==> src/rtl/alu_pkg.sv <==
// ALU_Control encodings shared by the ALU decoder and the multi-cycle
// multiply/divide sequencer, plus the sequencer state type.
package alu_pkg;

  localparam logic [3:0] ALU_CTRL_AND  = 4'b0000;
  localparam logic [3:0] ALU_CTRL_OR   = 4'b0001;
  localparam logic [3:0] ALU_CTRL_ADD  = 4'b0010;
  localparam logic [3:0] ALU_CTRL_XOR  = 4'b0100;
  localparam logic [3:0] ALU_CTRL_MULT = 4'b0101;
  localparam logic [3:0] ALU_CTRL_SUB  = 4'b0110;
  localparam logic [3:0] ALU_CTRL_SLT  = 4'b0111;
  localparam logic [3:0] ALU_CTRL_SLL  = 4'b1000;
  localparam logic [3:0] ALU_CTRL_SRL  = 4'b1001;
  localparam logic [3:0] ALU_CTRL_SRA  = 4'b1010;
  localparam logic [3:0] ALU_CTRL_DIV  = 4'b1011;
  localparam logic [3:0] ALU_CTRL_NOR  = 4'b1100;

  typedef enum logic [1:0] {
    IDLE = 2'd0,
    CALC = 2'd1,
    FIX  = 2'd2
  } md_state_t;

  // True for the codes that need the multi-cycle unit.
  function automatic logic is_md_op(input logic [3:0] code);
    return (code == ALU_CTRL_MULT) || (code == ALU_CTRL_DIV);
  endfunction

endpackage

==> src/rtl/mult_div_sequencer_if.sv <==
// Request/result bundle between the main control path and the
// multiply/divide sequencer.
interface mult_div_sequencer_if #(
  parameter int WIDTH = 32
);

  logic             start;
  logic [3:0]       alu_control;
  logic [WIDTH-1:0] operand_a;
  logic [WIDTH-1:0] operand_b;
  logic             flush;
  logic             hi_wr;
  logic             lo_wr;
  logic [WIDTH-1:0] wr_data;
  logic             busy;
  logic             done;
  logic             div_zero;
  logic [WIDTH-1:0] hi;
  logic [WIDTH-1:0] lo;

  modport master (
    output start, alu_control, operand_a, operand_b, flush, hi_wr, lo_wr, wr_data,
    input  busy, done, div_zero, hi, lo
  );

  modport slave (
    input  start, alu_control, operand_a, operand_b, flush, hi_wr, lo_wr, wr_data,
    output busy, done, div_zero, hi, lo
  );

endinterface

==> src/rtl/mult_div_step.sv <==
// One iteration of unsigned shift-add multiply or restoring divide on the
// 2*WIDTH accumulator; purely combinational.
module mult_div_step #(
  parameter int WIDTH = 32
) (
  input  logic [2*WIDTH-1:0] acc,
  input  logic [WIDTH-1:0]   bmag,
  input  logic               is_div,
  output logic [2*WIDTH-1:0] acc_next
);

  logic [WIDTH:0]     sum;
  logic [2*WIDTH-1:0] shl;
  logic [WIDTH:0]     diff;

  always_comb begin
    // Multiply: accumulator upper half collects the product, lower half holds
    // the remaining multiplier bits; the carry bit shifts back in.
    sum      = {1'b0, acc[2*WIDTH-1:WIDTH]} + (acc[0] ? {1'b0, bmag} : '0);
    // Divide: remainder in upper half never exceeds |b|-1 < 2^(WIDTH-1),
    // so the left shift cannot lose a bit.
    shl      = {acc[2*WIDTH-2:0], 1'b0};
    diff     = {1'b0, shl[2*WIDTH-1:WIDTH]} - {1'b0, bmag};
    acc_next = {sum, acc[WIDTH-1:1]};
    if (is_div) begin
      if (!diff[WIDTH]) begin
        acc_next = {diff[WIDTH-1:0], shl[WIDTH-1:1], 1'b1};
      end else begin
        acc_next = shl;
      end
    end
  end

endmodule

==> src/rtl/mult_div_sequencer.sv <==
// Multi-cycle signed multiply / divide controller owning HI/LO, with
// busy for pipeline stall, a done pulse and a sticky divide-by-zero flag.
module mult_div_sequencer
  import alu_pkg::*;
#(
  parameter int WIDTH = 32,
  parameter int CNT_W = 6
) (
  input logic                 clk,
  input logic                 reset,
  mult_div_sequencer_if.slave bus
);

  localparam int ACC_W = 2 * WIDTH;

  if (WIDTH < 2 || (2 ** CNT_W) <= WIDTH) begin : g_param_check
    $error("mult_div_sequencer: WIDTH must be >= 2 and 2**CNT_W > WIDTH");
  end

  md_state_t               state;
  md_state_t               state_next;
  logic [CNT_W-1:0]        cnt;
  logic [ACC_W-1:0]        acc;
  logic [ACC_W-1:0]        acc_next;
  logic [WIDTH-1:0]        bmag;
  logic                    res_sign;
  logic                    dvd_sign;
  logic                    is_div;
  logic                    b_zero;
  logic [WIDTH-1:0]        hi_r;
  logic [WIDTH-1:0]        lo_r;
  logic                    done_r;
  logic                    div_zero_r;

  logic signed [WIDTH-1:0] a_s;
  logic signed [WIDTH-1:0] b_s;
  logic                    accept;
  logic                    div_req;
  logic                    b_is_zero;
  logic                    last_iter;

  function automatic logic [WIDTH-1:0] mag(input logic signed [WIDTH-1:0] v);
    return v[WIDTH-1] ? WIDTH'(-v) : WIDTH'(v);
  endfunction

  function automatic logic [WIDTH-1:0] neg_w(input logic [WIDTH-1:0] v, input logic s);
    return s ? WIDTH'(-v) : v;
  endfunction

  function automatic logic [ACC_W-1:0] neg_acc(input logic [ACC_W-1:0] v, input logic s);
    return s ? ACC_W'(-v) : v;
  endfunction

  assign a_s       = bus.operand_a;
  assign b_s       = bus.operand_b;
  assign div_req   = (bus.alu_control == ALU_CTRL_DIV);
  assign b_is_zero = (b_s == '0);
  assign accept    = (state == IDLE) && bus.start && is_md_op(bus.alu_control);
  assign last_iter = (cnt == CNT_W'(WIDTH - 1));

  mult_div_step #(
    .WIDTH(WIDTH)
  ) u_step (
    .acc     (acc),
    .bmag    (bmag),
    .is_div  (is_div),
    .acc_next(acc_next)
  );

  always_ff @(posedge clk or posedge reset) begin
    if (reset) begin
      state <= IDLE;
    end else begin
      state <= state_next;
    end
  end

  always_comb begin
    state_next = state;
    case (state)
      IDLE: begin
        if (accept) begin
          state_next = (div_req && b_is_zero) ? FIX : CALC;
        end
      end
      CALC: begin
        if (bus.flush) begin
          state_next = IDLE;
        end else if (last_iter) begin
          state_next = FIX;
        end
      end
      FIX:     state_next = IDLE;
      default: state_next = IDLE;
    endcase
  end

  always_ff @(posedge clk or posedge reset) begin
    if (reset) begin
      cnt        <= '0;
      acc        <= '0;
      bmag       <= '0;
      res_sign   <= 1'b0;
      dvd_sign   <= 1'b0;
      is_div     <= 1'b0;
      b_zero     <= 1'b0;
      hi_r       <= '0;
      lo_r       <= '0;
      done_r     <= 1'b0;
      div_zero_r <= 1'b0;
    end else begin
      done_r <= 1'b0;
      case (state)
        IDLE: begin
          if (bus.hi_wr) hi_r <= bus.wr_data;
          if (bus.lo_wr) lo_r <= bus.wr_data;
          // Both multiply and divide start from {0, |a|} with |b| alongside.
          if (accept) begin
            acc      <= {{WIDTH{1'b0}}, mag(a_s)};
            bmag     <= mag(b_s);
            res_sign <= a_s[WIDTH-1] ^ b_s[WIDTH-1];
            dvd_sign <= a_s[WIDTH-1];
            is_div   <= div_req;
            b_zero   <= div_req && b_is_zero;
            cnt      <= '0;
            if (div_req && !b_is_zero) div_zero_r <= 1'b0;
          end
        end
        CALC: begin
          if (!bus.flush) begin
            acc <= acc_next;
            cnt <= cnt + CNT_W'(1);
          end
        end
        FIX: begin
          // Sign fix-up: quotient/product take the XOR sign, remainder
          // follows the dividend.
          if (!bus.flush) begin
            done_r <= 1'b1;
            if (b_zero) begin
              div_zero_r <= 1'b1;
            end else if (is_div) begin
              lo_r <= neg_w(acc[WIDTH-1:0], res_sign);
              hi_r <= neg_w(acc[ACC_W-1:WIDTH], dvd_sign);
            end else begin
              {hi_r, lo_r} <= neg_acc(acc, res_sign);
            end
          end
        end
        default: ;
      endcase
    end
  end

  assign bus.busy     = (state != IDLE);
  assign bus.done     = done_r;
  assign bus.div_zero = div_zero_r;
  assign bus.hi       = hi_r;
  assign bus.lo       = lo_r;

endmodule

==> src/flat_wrapper.sv <==
// flat-port wrapper written by rule: the top's interface ports become plain ports
module mult_div_sequencer_flat import alu_pkg::*;
#(
  parameter int WIDTH = 32,
  parameter int CNT_W = 6
)
  (clk, reset, bus_start, bus_alu_control, bus_operand_a, bus_operand_b, bus_flush, bus_hi_wr, bus_lo_wr, bus_wr_data, bus_busy, bus_done, bus_div_zero, bus_hi, bus_lo);
  mult_div_sequencer_if #(.WIDTH(WIDTH)) bus_i ();
  input logic clk;
  input logic reset;
  input wire logic [$bits(bus_i.start)-1:0] bus_start;
  input wire logic [$bits(bus_i.alu_control)-1:0] bus_alu_control;
  input wire logic [$bits(bus_i.operand_a)-1:0] bus_operand_a;
  input wire logic [$bits(bus_i.operand_b)-1:0] bus_operand_b;
  input wire logic [$bits(bus_i.flush)-1:0] bus_flush;
  input wire logic [$bits(bus_i.hi_wr)-1:0] bus_hi_wr;
  input wire logic [$bits(bus_i.lo_wr)-1:0] bus_lo_wr;
  input wire logic [$bits(bus_i.wr_data)-1:0] bus_wr_data;
  output wire logic [$bits(bus_i.busy)-1:0] bus_busy;
  output wire logic [$bits(bus_i.done)-1:0] bus_done;
  output wire logic [$bits(bus_i.div_zero)-1:0] bus_div_zero;
  output wire logic [$bits(bus_i.hi)-1:0] bus_hi;
  output wire logic [$bits(bus_i.lo)-1:0] bus_lo;
  assign bus_i.start = bus_start;
  assign bus_i.alu_control = bus_alu_control;
  assign bus_i.operand_a = bus_operand_a;
  assign bus_i.operand_b = bus_operand_b;
  assign bus_i.flush = bus_flush;
  assign bus_i.hi_wr = bus_hi_wr;
  assign bus_i.lo_wr = bus_lo_wr;
  assign bus_i.wr_data = bus_wr_data;
  assign bus_busy = bus_i.busy;
  assign bus_done = bus_i.done;
  assign bus_div_zero = bus_i.div_zero;
  assign bus_hi = bus_i.hi;
  assign bus_lo = bus_i.lo;
  mult_div_sequencer #(.WIDTH(WIDTH), .CNT_W(CNT_W)) u_core (.clk(clk), .reset(reset), .bus(bus_i));
endmodule
==> config.mk <==
export PLATFORM = sky130hd
export DESIGN_NAME = mult_div_sequencer_flat
export DESIGN_NICKNAME = d
export VERILOG_FILES = /design/src/rtl/alu_pkg.sv /design/src/rtl/mult_div_sequencer_if.sv /design/src/rtl/mult_div_step.sv /design/src/rtl/mult_div_sequencer.sv /design/src/flat_wrapper.sv
export SDC_FILE = /design/constraint.sdc
export NUM_CORES = 1
export LEC_CHECK = 0
export ABC_AREA = 1
export BUFFER_PORTS_ARGS = -buffer_cell sky130_fd_sc_hd__buf_2
export CORE_UTILIZATION = 50
export CTS_CLUSTER_SIZE = 24
export DETAILED_ROUTE_END_ITERATION = 7
export GPL_TIMING_DRIVEN = 1
export HOLD_SLACK_MARGIN = 0.03
export MAX_ROUTING_LAYER = met4
export PLACE_DENSITY = 0.78
export SETUP_SLACK_MARGIN = 0.02
export SYNTH_ARGS = -nofsm -noshare
export SYNTH_HDL_FRONTEND = slang
export SYNTH_SLANG_ARGS = --single-unit
==> constraint.sdc <==
create_clock -name clk -period 6.15 [get_ports clk]
set_clock_uncertainty 0.05 [all_clocks]
set_input_delay 1.845 -clock clk [delete_from_list [all_inputs] [get_ports clk]]
set_output_delay 1.845 -clock clk [all_outputs]
set_load 0.01 [all_outputs]
==> results.yml, run 1 <==
clock_network:
  numClockSinks: 174
  postCtsSetupBuffers: 0
  cts-root-buf: "clkbuf_16"
  htree_num_levels: 4
  max-clock-path-buffers: 2
  insertion_delay_ns: 0.47
  cts-buffers-inserted: 17
  ctsResizeCount: 0
  holdBufCountCts: 0
  cts_tree: "yes"
  clk_pin_slew_ns: 0.08
layout:
  multiInputGateArea_mm2: 0.0112
  layout-drive-gt1-share: 0.103
  final_cells: 3470
  final_nets: 3187
  fillers: 3533
  fin_area_mm2: 0.0191
  diodes: 0
  syn_to_final_growth_pct: 10.0
  seq_area_mm2: 0.00436
route:
  wirelength_mm: 70.0
  drt_first_pass_iters: 8
  drc: 8
  drtAntennaViolNets: 0
  vias: 20500
  drtIter0Drc: 2748
  detail_route.wl_per_cell_um: 20.2
  vias_per_cell: 5.91
die:
  fp.dieW_um: 188
  die_h_um: 188
  ios: 173
  initial_utilization: 0.513
  std_cell_rows: 67
  coreArea_mm2: 0.0339
  dieArea_mm2: 0.0355
synthesis:
  synth_largest_area_cell: "dfrtp_1"
  yosysWarnings: 0
  ys.flop_type: "dfrtp_1"
  synth_area_leaders: "dfrtp_1 25%, nand2_1 17%, nand3_1 8.3%, inv_1 8.0%, nor2_1 7.6%"
  synth.avg_cell_area_um2: 6.00
  netlist_area_mm2: 0.0174
  synth_edf_count: 0
  ys_seq_area_frac: 0.251
  synth.top_cell.area_share: 0.251
  async_flop_share: 1.00
  synth-seq-cells: 174
  synth.distinct_cells: 59
  syn-instance-count: 2896
  synth_nets: 3074
critical_path:
  startpoint_type: "input port"
  worst_path_max_delay_cell: "inv_2"
  cp.arrival_ns: 4.24
  required_ns: 6.40
  critPathBufInv: 5
  cpLargestDelayFamily: "buffers and inverters"
  crit_path_max_incr_delay_ns: 0.51
  cp_cell_sequence: "buf_2, nor2_4, buf_4, inv_2, nand2_2, buf_4, inv_2, a21oi_1, a22oi_1"
  critPathKind: "in -> reg"
  endpoint_kind: "register"
  crit_fanout: 60
power_and_ir_drop:
  powerDensity_mw_per_mm2: 437
  p_comb_frac: 0.607
  clkPwrFrac: 0.142
  p_int_mw: 3.64
  switchingPower_mw: 4.73
  swShare: 0.565
  p_leak_nw: 9.73
  seq_power_share: 0.251
  max-vdd-ir-drop_mv: 0.232
placed_design:
  place.port_buffers: 172
  gp_congestion: 1.05
  placed_cells: 3438
  hpwlAfterDp_mm: 54.5
  placed_cell_area_mm2: 0.0185
global_route:
  grt_usage: 0.400
  grt_max_degree: 72
  grt_pass1_wl_mm: 106
  antenna_found_initial: 0
  grt_pass1_vias: 17800
  overflow: 0
outcome:
  outcome: "finished, violations left"
  violations: "design-rule violations"
sta:
  tightest_slew_ns: 0.998
  min_period_ns: 3.99
  final.setup.tns_ns: 0
  rsz0062_at_grt: "false"
  hold_viol: 0
  fmax_ghz: 0.251
  min_period_over_period: 0.649
  finalMaxSlewViolations: 0
  finalSetupViolations: 0
  slew_headroom: 0.335
worst_hold_path:
  min_path_type: "reg -> reg"
job:
  maxCapViolCount: 0
[layout make-up]
class | instances | area share
sequential | 174 | 0.228
clock buffer | 18 | 0.0230
multi-input combinational | 2247 | 0.583
clock inverter | 14 | 0.0101
timing repair buffer | 187 | 0.0509
tap | 448 | 0.0293
inverter | 382 | 0.0756
[registers in the layout, indices dropped and copies added, names as in the netlist]
signal	count
u_core.res_sign	1
u_core.bus.hi	32
u_core.bus.done	1
u_core.is_div	1
u_core.acc	64
u_core.bus.lo	32
u_core.bmag	32
u_core.bus.div_zero	1
u_core.dvd_sign	1
u_core.state	2
u_core.b_zero	1
u_core.cnt	6
[cell usage after synthesis, drive strengths merged (27+ instances only)]
cell type	number
nand2	804
inv	382
nor2	370
nand3	295
a21oi	245
o21ai	204
dfrtp	174
ha	70
clkbuf	50
buf	43
nand4	43
a31oi	28
nor3	28
xor2	27
[power by group through the flow]
stage | combinational (mW) | sequential [mW] | clock (mW)
after detailed placement | 4.91 | 2.06 | 0
after CTS | 4.94 | 2.04 | 1.19
after floorplan | 3.63 | 1.75 | 0
after global placement | 4.86 | 2.06 | 0
final | 5.08 | 2.10 | 1.19
after global routing | 5.63 | 2.10 | 1.23
[cells in the final DEF (no fill, tap or decap), types with 6 or more instances in the layout]
| cell type | count |
|---|---|
| clkinv_8 | 6 |
| nor2_1 | 351 |
| nand4_1 | 43 |
| o211ai_1 | 6 |
| nor3_1 | 28 |
| nand2_2 | 14 |
| inv_1 | 368 |
| ha_1 | 70 |
| a21oi_1 | 239 |
| o21bai_1 | 11 |
| nand2_1 | 785 |
| inv_2 | 10 |
| dfrtp_1 | 171 |
| nand3_1 | 289 |
| a21boi_1 | 10 |
| nor2_4 | 9 |
| a22oi_1 | 6 |
| buf_4 | 15 |
| o21ai_0 | 186 |
| o21ai_1 | 13 |
| nor4_1 | 7 |
| or2_2 | 18 |
| xor2_1 | 27 |
| nand3_2 | 6 |
| nor2_2 | 9 |
| a2bb2oi_1 | 16 |
| buf_2 | 172 |
| a31oi_1 | 28 |
| clkbuf_16 | 17 |
| nand3b_1 | 13 |
| xnor2_1 | 12 |
[logic make-up (layout without fill, tap and decap cells)]
logic type | after synthesis | in the layout | synth area share
compound gates | 547 | 547 | 0.175
mux | 1 | 1 | 0.000576
flops | 174 | 174 | 0.251
xor+xnor | 39 | 39 | 0.0197
fa+ha+maj | 72 | 72 | 0.0527
buf+inv | 475 | 601 | 0.108
simple gates | 1588 | 1588 | 0.394
[routing by layer]
layer	GRT usage	up-vias	wire, um
li1	-	9678	-
met1	0.610	9522	31800
met2	0.540	1202	28000
met3	0.0659	99	8380
met4	0.0974	0	1750
met5	-	-	0
[metrics by stage]
| stage | hold WS (ns) | util | setup slack, ns | power, mW |
|---|---|---|---|---|
| 2_1_floorplan | 0.384 | - | 2.03 | 5.38 |
| 3_3_place_gp | 0.399 | 0.546 | 1.83 | 6.91 |
| 3_5_place_dp | 0.407 | 0.546 | 1.73 | 6.97 |
| 4_1_cts | 0.421 | 0.565 | 2.22 | 8.17 |
| 5_1_grt | 0.441 | 0.565 | 2.05 | 8.97 |
| 6_report | 0.418 | 0.565 | 2.16 | 8.36 |
[path summary, 6_finish.rpt]
check | slack, ns | startpoint | end | depth (start not counted)
max | 2.16 | bus_flush | u_core.acc[0] | 9
min | 0.42 | u_core.cnt[5] | u_core.cnt[5] | 1
max reg2reg | 2.36 | u_core.acc[0] | u_core.acc[43] | 18
min reg2reg | 0.42 | u_core.cnt[5] | u_core.cnt[5] | 1
max in group asynchronous | 3.52 | reset | u_core.res_sign | 3
min in group asynchronous | 1.24 | reset | u_core.acc[55] | 2
(Power assumes the default switching activity.)
==> run 2, diff against run 1 <==
Settings changed: ABC_AREA 1 to 0, PLACE_DENSITY 0.78 to 0.79.
Clock period 6.15 ns to 3.4 ns, I/O delays scaled along.
==> results.yml, run 2 <==
critical_path:
  crit_fanout: 4
  crit_cells: 8
  worst_path_max_delay_cell: "or4_4"
  critical_path.startpoint: "bus_operand_b[8]"
  critPathKind: "in -> reg"
  startpoint_type: "input port"
  required_ns: 3.67
  cp_cell_sequence: "buf_6, or4_4, or3_4, or4_4, or4_4, o41ai_2, xor2_1, o21ai_1"
  endpoint_kind: "register"
  r2r_setup_slack_ns: 0.01
  r2r_cells: 15
  cp-endpoint: "u_core.bmag[30]"
  crit_path_max_incr_delay_ns: 0.56
  cp.arrival_ns: 3.68
  reg2reg_to: "u_core.acc[61]"
  worstReg2RegStart: "u_core.acc[0]"
  cpLargestDelayFamily: "simple AND/OR/NAND/NOR gates"
  critPathBufInv: 1
  worst_path_most_repeated_cell: "or4_4"
global_route:
  grt_max_degree: 74
  grt_usage: 0.338
  grt_pass1_vias: 14200
  antenna_found_initial: 0
  grt_pass1_wl_mm: 75.9
  overflow: 0
outcome:
  outcome: "finished, violations left"
  violations: "negative setup slack"
route:
  m1WireLength_mm: 21.0
  wirelength_mm: 48.7
  drc: 0
  top_layer_used: "met4"
  drtIter0Drc: 1586
  vias_per_cell: 6.07
  detail_route.wl_per_cell_um: 19.3
  drt_first_pass_iters: 6
  wl_met2_mm: 21.6
  drtAntennaViolNets: 0
  vias: 15300
  dr_wl_met3_mm: 4.45
sta:
  rsz0062_at_grt: "true"
  finalSetupViolations: 1
  finalMaxSlewViolations: 0
  setup_ws_ns: -0.0174
  final.setup.tns_ns: -0.0174
  whs_ns: 0.424
  tightest_slew_ns: 0.925
  min_period_ns: 3.42
  hold_viol: 0
  slew_headroom: 0.380
  fmax_ghz: 0.293
  min_period_over_period: 1.01
layout:
  layout_commonest_cell: "nand2_1"
  layout_common_cells: "232 x nand2_1, 208 x buf_4, 192 x o21ai_0, 190 x nor2_1, 173 x dfrtp_1"
  regMostFlops: "u_core.acc"
  syn_to_final_growth_pct: 26.1
  largest_reg_flops: 64
  diodes: 0
  layout-drive-gt1-share: 0.251
  final_nets: 2311
synthesis:
  synth.top_cell.area_share: 0.302
  yosys-top-cells-count: "233 x nand2_1, 207 x o21ai_0, 198 x nor2_1, 174 x dfrtp_1, 127 x a21oi_1"
  syn-instance-count: 1831
  synth.avg_cell_area_um2: 7.87
  async_flop_share: 1.00
  ys_seq_area_frac: 0.302
  synth.distinct_cells: 77
  synth_largest_area_cell: "dfrtp_1"
  synth.most_common_cell: "nand2_1"
  synth_nets: 2009
  synth_edf_count: 0
  synth-seq-cells: 174
  ys.flop_type: "dfrtp_1"
  yosysWarnings: 0
  netlist_area_mm2: 0.0144
  synth_area_leaders: "dfrtp_1 30%, o21ai_0 7.2%, ha_1 6.1%, nand2_1 6.1%, xnor2_1 5.8%"
worst_hold_path:
  min_path_type: "reg -> reg"
placed_design:
  place.port_buffers: 172
  hpwlAfterDp_mm: 36.7
  gp_congestion: 0.990
clock_network:
  htree_num_levels: 4
  max-clock-path-buffers: 2
  numClockSinks: 174
  holdBufCountCts: 0
  cts-root-buf: "clkbuf_16"
  cts_tree: "yes"
  cts-buffers-inserted: 17
  clk_pin_slew_ns: 0.08
  insertion_delay_ns: 0.45
power_and_ir_drop:
  p_leak_nw: 8.50
  powerDensity_mw_per_mm2: 813
  max-vdd-ir-drop_mv: 0.461
  power_mw: 14.8
die:
  ios: 173
  fp.dieW_um: 172
  coreArea_mm2: 0.0281
  dieArea_mm2: 0.0295
  std_cell_rows: 61
  die_h_um: 172
  initial_utilization: 0.513
job:
  maxCapViolCount: 0
run 2: cell count changes in the layout (fill, tap and decap cells not counted), moves of 45 or more:
cell	before	now
a21oi_1	239	115
buf_4	15	208
inv_1	368	55
mux2i_1	1	46
nand2_1	785	232
nand3_1	289	19
nor2_1	351	190
xnor2_1	12	92
xor2_1	27	79
run 2: final cells by class:
class                   instances  area, um^2
clock buffers                  17         425
clock inverters                15         168
fillers                      2353        9920
inverters                      58         221
multi-input cells            1489        9860
flip-flops and latches        174        4360
well taps                     378         473
repair buffers                393        2670
run 2: cells by family after synthesis:
logic type | share of synthesized area
adder cells (fa/ha/maj) | 0.0635
AND/OR/NAND/NOR | 0.195
multiplexers | 0.0374
XOR/XNOR | 0.106
flip-flops | 0.302
AO/OA/AOI/OAI | 0.251
buffers and inverters | 0.0450
run 2: tightest hold or removal path, delay by kind of cell (launching register included):
| kind | cells | cell delay, ns |
|---|---|---|
| and+or+nand+nor | 1 | 0.05 |
| AOI/OAI and AO/OA | 1 | 0.05 |
| DFF | 1 | 0.34 |
run 2: per-stage QoR:
step | cell area, um^2 | util | instances | worst slack [ns]
detailed placement | 17000 | 0.607 | 2481 | -0.572
global route | 18200 | 0.647 | 2524 | -0.0770
floorplan | 14500 | - | 1831 | -0.387
finish | 18200 | 0.647 | 2524 | -0.0174
global placement | 17000 | 0.607 | 2481 | -0.472
CTS | 17700 | 0.631 | 2514 | 0.0210
run 2: how the worst min path moves through the flow:
stage,startpoint,cells after the start,to
5_1_grt,u_core.bus.hi[18],2,u_core.bus.hi[18]
3_5_place_dp,u_core.bus.hi[18],2,u_core.bus.hi[18]
4_1_cts,u_core.bus.hi[18],2,u_core.bus.hi[18]
3_3_place_gp,u_core.bus.lo[18],2,u_core.bus.lo[18]
2_1_floorplan,u_core.bmag[12],2,u_core.bmag[12]
6_report,u_core.bus.hi[18],2,u_core.bus.hi[18]
run 2: layer usage:
layer | global-route usage | vias to the layer above
met4 | 0.107 | 0
met3 | 0.0458 | 107
met2 | 0.519 | 792
li1 | - | 7134
met5 | - | -
met1 | 0.461 | 7284
run 2: timing repair:
action | 4_1_cts | 5_1_grt
gates cloned | 0 | 1
setup endpoints to repair | 29 | 45
setup buffers | 1 | 9
pin swaps | 6 | 41
gates resized for setup | 16 | 82
run 2: where the power goes:
part | total, mW | internal [mW] | switching [mW]
sequential | 3.08 | 2.59 | 0.493
clock | 2.04 | 0.993 | 1.05
combinational | 9.65 | 4.20 | 5.45
